### src/rtl/reg_move_fsm.sv
// reg_move_fsm: sequences conditional move, move and swap operations
// against an external register file, one register access per cycle.
module reg_move_fsm #(
  parameter int unsigned WIDTH = 32,
  parameter int unsigned SEL_W = 3
) (
  input  logic             clk,
  input  logic             r,
  input  logic             start,
  input  logic [1:0]       mode,
  input  logic [SEL_W-1:0] reg_a,
  input  logic [SEL_W-1:0] reg_b,
  input  logic [SEL_W-1:0] reg_c,
  input  logic [WIDTH-1:0] reg_out_bus,
  output logic [WIDTH-1:0] reg_in_bus,
  output logic [SEL_W-1:0] reg_sel,
  output logic             reg_s,
  output logic             busy,
  output logic             finished,
  output logic             taken
);

  localparam logic [1:0] MODE_CMOV  = 2'b00;
  localparam logic [1:0] MODE_CMOVZ = 2'b01;
  localparam logic [1:0] MODE_MOV   = 2'b10;

  typedef enum logic [2:0] {
    IDLE  = 3'd0,
    RD_C  = 3'd1,
    RD_A  = 3'd2,
    RD_B  = 3'd3,
    WR_A  = 3'd4,
    WR_B  = 3'd5,
    DONE  = 3'd6
  } state_t;

  state_t             state, state_nx;
  logic [1:0]         mode_q;
  logic [SEL_W-1:0]   a_q, b_q, c_q;
  logic [WIDTH-1:0]   ta, tb;
  logic               wrote;
  logic               cond;

  // State register; reset drops straight back to IDLE.
  always_ff @(posedge clk or posedge r) begin
    if (r) state <= IDLE;
    else   state <= state_nx;
  end

  // Operand latch, read-data temporaries and write tracking.
  always_ff @(posedge clk or posedge r) begin
    if (r) begin
      mode_q <= '0;
      a_q    <= '0;
      b_q    <= '0;
      c_q    <= '0;
      ta     <= '0;
      tb     <= '0;
      wrote  <= 1'b0;
    end else begin
      if (state == IDLE && start) begin
        mode_q <= mode;
        a_q    <= reg_a;
        b_q    <= reg_b;
        c_q    <= reg_c;
        wrote  <= 1'b0;
      end
      if (state == RD_A) ta <= reg_out_bus;
      if (state == RD_B) tb <= reg_out_bus;
      if (state == WR_A) wrote <= 1'b1;
    end
  end

  // Condition test on the full-width value of register c.
  always_comb begin
    cond = 1'b0;
    if (mode_q == MODE_CMOV) cond = (reg_out_bus != '0);
    else                     cond = (reg_out_bus == '0);
  end

  // Next-state decode and per-state register file control.
  always_comb begin
    state_nx   = state;
    reg_sel    = '0;
    reg_s      = 1'b0;
    reg_in_bus = '0;
    busy       = 1'b1;
    finished   = 1'b0;
    taken      = 1'b0;
    case (state)
      IDLE: begin
        busy = 1'b0;
        if (start) begin
          case (mode)
            MODE_CMOV, MODE_CMOVZ: state_nx = RD_C;
            MODE_MOV:              state_nx = RD_B;
            default:               state_nx = RD_A;
          endcase
        end
      end
      RD_C: begin
        reg_sel  = c_q;
        state_nx = cond ? RD_B : DONE;
      end
      RD_A: begin
        reg_sel  = a_q;
        state_nx = RD_B;
      end
      RD_B: begin
        reg_sel  = b_q;
        state_nx = WR_A;
      end
      WR_A: begin
        reg_sel    = a_q;
        reg_s      = 1'b1;
        reg_in_bus = tb;
        state_nx   = (mode_q == MODE_CMOV || mode_q == MODE_CMOVZ || mode_q == MODE_MOV)
                     ? DONE : WR_B;
      end
      WR_B: begin
        reg_sel    = b_q;
        reg_s      = 1'b1;
        reg_in_bus = ta;
        state_nx   = DONE;
      end
      DONE: begin
        finished = 1'b1;
        taken    = wrote;
        state_nx = IDLE;
      end
      default: state_nx = IDLE;
    endcase
  end

endmodule

### config.mk
export PLATFORM = sky130hd
export DESIGN_NAME = reg_move_fsm
export DESIGN_NICKNAME = d
export VERILOG_FILES = /design/src/rtl/reg_move_fsm.sv
export SDC_FILE = /design/constraint.sdc
export NUM_CORES = 1
export LEC_CHECK = 0
export ABC_AREA = 1
export BUFFER_PORTS_ARGS = -buffer_cell sky130_fd_sc_hd__buf_2
export CAP_MARGIN = 20
export CORE_MARGIN = 1.5
export CORE_UTILIZATION = 44
export CTS_CLUSTER_SIZE = 20
export DETAILED_ROUTE_END_ITERATION = 6
export PLACE_DENSITY = 0.75
export RECOVER_POWER = 25
export SYNTH_ARGS = -nofsm -noshare
export SYNTH_HDL_FRONTEND = slang
export SYNTH_SLANG_ARGS = --single-unit
### constraint.sdc
create_clock -name clk -period 5 [get_ports clk]
set_clock_uncertainty 0.15 [all_clocks]
set_input_delay 1.25 -clock clk [delete_from_list [all_inputs] [get_ports clk]]
set_output_delay 1.25 -clock clk [all_outputs]
set_load 0.01 [all_outputs]
## Word-level counts from Yosys, hierarchy flattened

Cells that the tools add are included.

| operators by class | value |
|---|---|
| order comparisons | 0 |
| equality and inequality tests | 11 |
| shift-type cells | 0 |
| reductions and logical operators | 13 |
| bitwise logic cells | 0 |
| multipliers | 0 |
| divide/modulo/power cells | 0 |
| mux-type cells | 14 |
| add/sub/neg operators | 0 |

Operator list:

| operator | number |
|---|---|
| 32-bit case mux with 2 select lines | 1 |
| 32-bit logical NOT | 1 |
| 32-bit nonzero test | 1 |
| 3-bit case mux with 6 select lines | 1 |
| 3-bit == test (second input constant) | 3 |
| 3-bit case mux with 3 select lines | 1 |
| 2-bit OR reduction | 4 |
| 1-bit 2-to-1 mux | 7 |
| 3-bit by 2-bit == test with 1-bit output (second input constant) | 2 |
| 3-bit 2-to-1 mux | 2 |
| 2-bit by 1-bit == test with 1-bit output (second input constant) | 2 |
| 2-bit == test (second input constant) | 2 |
| 2-bit logical NOT | 2 |
| 2-bit case mux with 2 select lines | 1 |
| 3-bit by 1-bit == test with 1-bit output (second input constant) | 1 |
| 3-bit logical NOT | 1 |
| 1-bit logical OR | 2 |
| 2-bit 2-to-1 mux | 1 |
| 2-bit != test (second input constant) | 1 |
| 2-bit nonzero test | 1 |
| 1-bit logical AND | 1 |

| storage, ports and cells | value |
|---|---|
| bits in registers | 79 |
| bits in writable memories | 0 |
| latch bits | 0 |
| output and inout port bits | 39 |
| memories kept | 0 |
| memory bits (read-only) | 0 |
| word-level logic and storage cells | 46 |
| input port bits | 46 |

## Depth between registers and ports, before layout

| depth | value |
|---|---|
| depth after elaboration | 5 |
| depth in mapped cells | 9 |
| gate-level depth less buffers | 9 |

## Worst setup path before layout

No wires, ideal clock.

| path | value |
|---|---|
| kind | flip-flop to output port |
| from | reg state[0] |
| to | out reg_in_bus[0] |
| data required time | 3600 ps |
| stages on the path, launching flop included | 5 |
| data arrival time | 1135 ps |
| path buffers | 0 |
| path slack | 2465 ps |
| path through | dfrtp_1 > inv_1 > nor2_2 > nand2_2 > o21ai_0 |

| between the ends | value |
|---|---|
| longest elaborated chain between the ends | 2 |
| elaborated cells between the ends (all ways) | 3 |
| those cells by class | eq/ne: 2; mux: 1 |

RTL lines:

| what | line | source |
|---|---|---|
| start, declared | 37 | `state_t state, state_nx;` |
| start signal, assigned | 47 | `else state <= state_nx;` |
| 3-bit == test | 90 | `case (state)` |
| 32-bit case mux with 2 select lines * | 90 |  |
| end, declared | 15 | `output logic [WIDTH-1:0] reg_in_bus,` |

Mark *: on every way between the ends. The rest lies on a longest branch, timed or not.

## Worst setup path in the final report

| path | value |
|---|---|
| from | reg state[0] |
| to | out reg_sel[0] |

| between the ends | value |
|---|---|
| longest elaborated chain between the ends | 3 |
| elaborated cells between the ends (all ways) | 8 |
| those cells by class | eq/ne: 5; mux: 1; reduce/logical: 2 |

RTL lines:

| what | line | source |
|---|---|---|
| 3-bit by 2-bit == test with 1-bit output or 3-bit == test (tied branches) | 90 |  |
| 2-bit OR reduction (no source line) | - |  |
| 3-bit case mux with 3 select lines * | 90 |  |
| end, declared | 16 | `output logic [SEL_W-1:0] reg_sel,` |

Marks and branches as above.

==> impl_results.md <==
* Outcome: complete, but fails checks
* Failing checks: capacitance limit, slew limit
* Number of global-route vias before repair at 3,029
* Mux cell area share after synthesis at 3.20%
* Initial Util at 45.7%
* Post-route setup TNS at 0 ns
* Die Span Y at 95.3 um
* Htree depth at 3
* CP required at 3.60 ns
* Reg clk slew, reported paths at 0.08 ns
* Synth-to-Final Area Change at 17.8%
* Final Setup Violations at 0
* Inst Count DP at 624
* Final wirelength at 8560 um
* Grt ovf at 0
* Final WS setup at 1.31 ns
* Die area at 0.00909 mm2
* Max-cap viol count at 1
* Fillers at 777
* Top_reg_cell synth: dfrtp_1
* Routed length per placed instance at 13.4 um
* Postcts setup bufs at 0
* Internal at 1.65 mW
* Storage cell area at 0.00198 mm2
* IO buf count at 84
* Cts bufs inserted at 9
* Switching Fraction at 39.7%
* Clk buf depth at 2
* Netlist cell types at 23
* Crit share post-route at 73.8%
* Multi-input gate area at 0.00147 mm2
* Post-DP HPWL at 5680 um
* PD cells at 618 mW/mm2
* Worst Path Max Fanout at 51
* Critical path arrival at 2.29 ns
* LEAKAGE at 2.38 nW
* Vias at 3,236
* Worst reg2reg path depth at 4
* Io pins at 85
* Final Critical Period at 3.69 ns
* Max-slew violation count at 52
* CP top delay family: buffers and inverters
* Adder-cell share of the synthesized area at 0%
* Share of layout cells above drive strength 1 at 22.8%
* DRC errors left at 0
* Syn Inst Count at 457
* 1st-pass router iterations at 5
* # rows at 33
* PostCTS Resize Cnt at 0
* Psw at 1.09 mW
* Compound-cell area share of the yosys netlist at 10.6%
* EDFF count, synth at 0
* Die width at 95.3 um
* XOR/XNOR Fraction of Synth Area at 0%
* Sequential area share after synthesis at 52.7%
* RSZ-0062 raised after global routing: false
* CP max stage cell: inv_2
* Max Clk Rate at 271 MHz
* CP Cell Sequence: inv_1 > nand2_1 > nor2_4 > inv_2 > nand2_1 > nand2_1 > nand3_1 > buf_2
* Yosys top cell area share at 52.7%
* Nets at 576
* Vias per cell at 5.06
* Final Non-Filler Cells at 639
* Post-CTS Hold Fix Bufs at 0
* Worst rel slew slack at -45.2%
* DRT antenna net count at 0
* Detailed router's first-iteration violation count at 229
* Root Driver: clkbuf_8
* Cell mode on critical path: nand2_1
* Worst-skew pair later-pin latency at 0.35 ns
* Critical path class: reg2out
* Critical path capture point type: output pin
* GP Congestion at 0.881
* Synth area leaders: dfrtp_1, nand2_1, nand3_1
* Initial antenna violation count at 0
* Worst-margin pin slew at 2.17 ns
* R2R Setup Slk at 2.76 ns
* First-pass GRT wire length at 14,100 um
* Yosys top cell by area: dfrtp_1
* CORE AREA at 0.00822 mm2
* Combinational share of power at 40.0%
* Post-synth ARST share at 100%
* Ant diodes at 0
* Clock Power Share at 18.7%
* Netlist Area Pre-Place at 0.00375 mm2
* Max VDD drop at 434 uV
* Syn Nets at 503
* Critical Path Max Stage Delay at 0.61 ns
* Largest net degree at the start of global routing at 66
* Pre-CTS WS at 1.70 ns
* Syn Area/Cell at 8.21 um2
* GR Util All Layers at 20.3%
* Yosys reg bits at 79
* Synth warn at 0
* Crit. path cell count at 8
* Count leader, synth: nand2_1
* Share of power burned in registers at 41.3%
* Tightest Hold Check Type: reg2reg
* WP buf/inv at 3
* Sink Count at 79
* CTS tree: done
* Synth cell count leaders: nand2_1, dfrtp_1, nand3_1
* Final Hold Viols at 0
* Startpoint Class: register
* WHS Path Cells at 2
* Largest family of logic cells by synthesized area: simple AND/OR/NAND/NOR gates
* Simple-Gate Fraction of Synth Area at 25.3%
-- sequential cells by signal, indices dropped and copies added (netlist names) --
signal / cells
tb: 32
state: 3
ta: 32
wrote: 1
a_q: 3
c_q: 3
b_q: 3
mode_q: 2
-- final timing paths --
path / start / end
max reg2reg: state[1]$_DFFE_PP0P_ / a_q[2]$_DFFE_PP0P_
min in group asynchronous: r / tb[13]$_DFFE_PP0P_
max: state[0]$_DFFE_PP0P_ / reg_sel[0]
min: tb[12]$_DFFE_PP0P_ / tb[12]$_DFFE_PP0P_
max in group asynchronous: r / state[2]$_DFFE_PP0P_
min reg2reg: tb[12]$_DFFE_PP0P_ / tb[12]$_DFFE_PP0P_
-- worst register-to-register path, cell delays in order (launching register included) --
cell,delay [ns]
dfrtp_1,0.46
nor2_4,0.72
nand2_4,0.16
nor2_8,0.27
mux2_2,0.37
-- layout by cell type, fill, tap and decap left out, types with 4 or more instances in the layout --
master / instances
nor2_1: 24
dfrtp_1: 78
clkbuf_8: 10
nor3_1: 5
nand3_1: 62
mux2_4: 5
nand2_1: 118
buf_2: 84
mux2_2: 4
a21oi_1: 4
o21ai_1: 25
inv_1: 44
o21ai_0: 49
buf_4: 4
-- final cells by class --
cell class	count	share of cell area, %
Tap cell	105	2.97
Multi-Input combinational cell	305	33.3
Clock inverter	4	1.59
Clock buffer	11	3.20
Inverter	47	4.02
Timing Repair Buffer	88	10.2
Sequential cell	79	44.8
-- power by group through the flow --
stage,Clock (mW),Sequential [mW],Combinational [mW]
floorplan,0,1.09,0.835
global placement,0,1.13,1.07
detailed placement,0,1.14,1.10
CTS,0.520,1.13,1.11
global route,0.546,1.16,1.24
finish,0.510,1.13,1.09
-- layer usage --
layer / wire (um) / global-route usage, %
met5: 0 / 0
met4: 97 / 6.09
met3: 512 / 5.34
met2: 4000 / 31.7
met1: 3950 / 27.7
-- through the flow --
step	area [um2]	utilization [%]	hold WS, ns	total power [mW]
after floorplan	3750	-	0.304	1.93
after global placement	4210	51.2	0.317	2.19
after detailed placement	4210	51.2	0.324	2.24
after CTS	4420	53.8	0.342	2.75
after global routing	4420	53.8	0.357	2.95
final	4420	53.8	0.338	2.73
-- logic make-up after synthesis --
| kind of cell | count (synthesis) |
|---|---|
| compound gates | 79 |
| buf+inv | 73 |
| flops | 79 |
| mux | 9 |
| simple gates | 217 |
(Power assumes the default switching activity.)
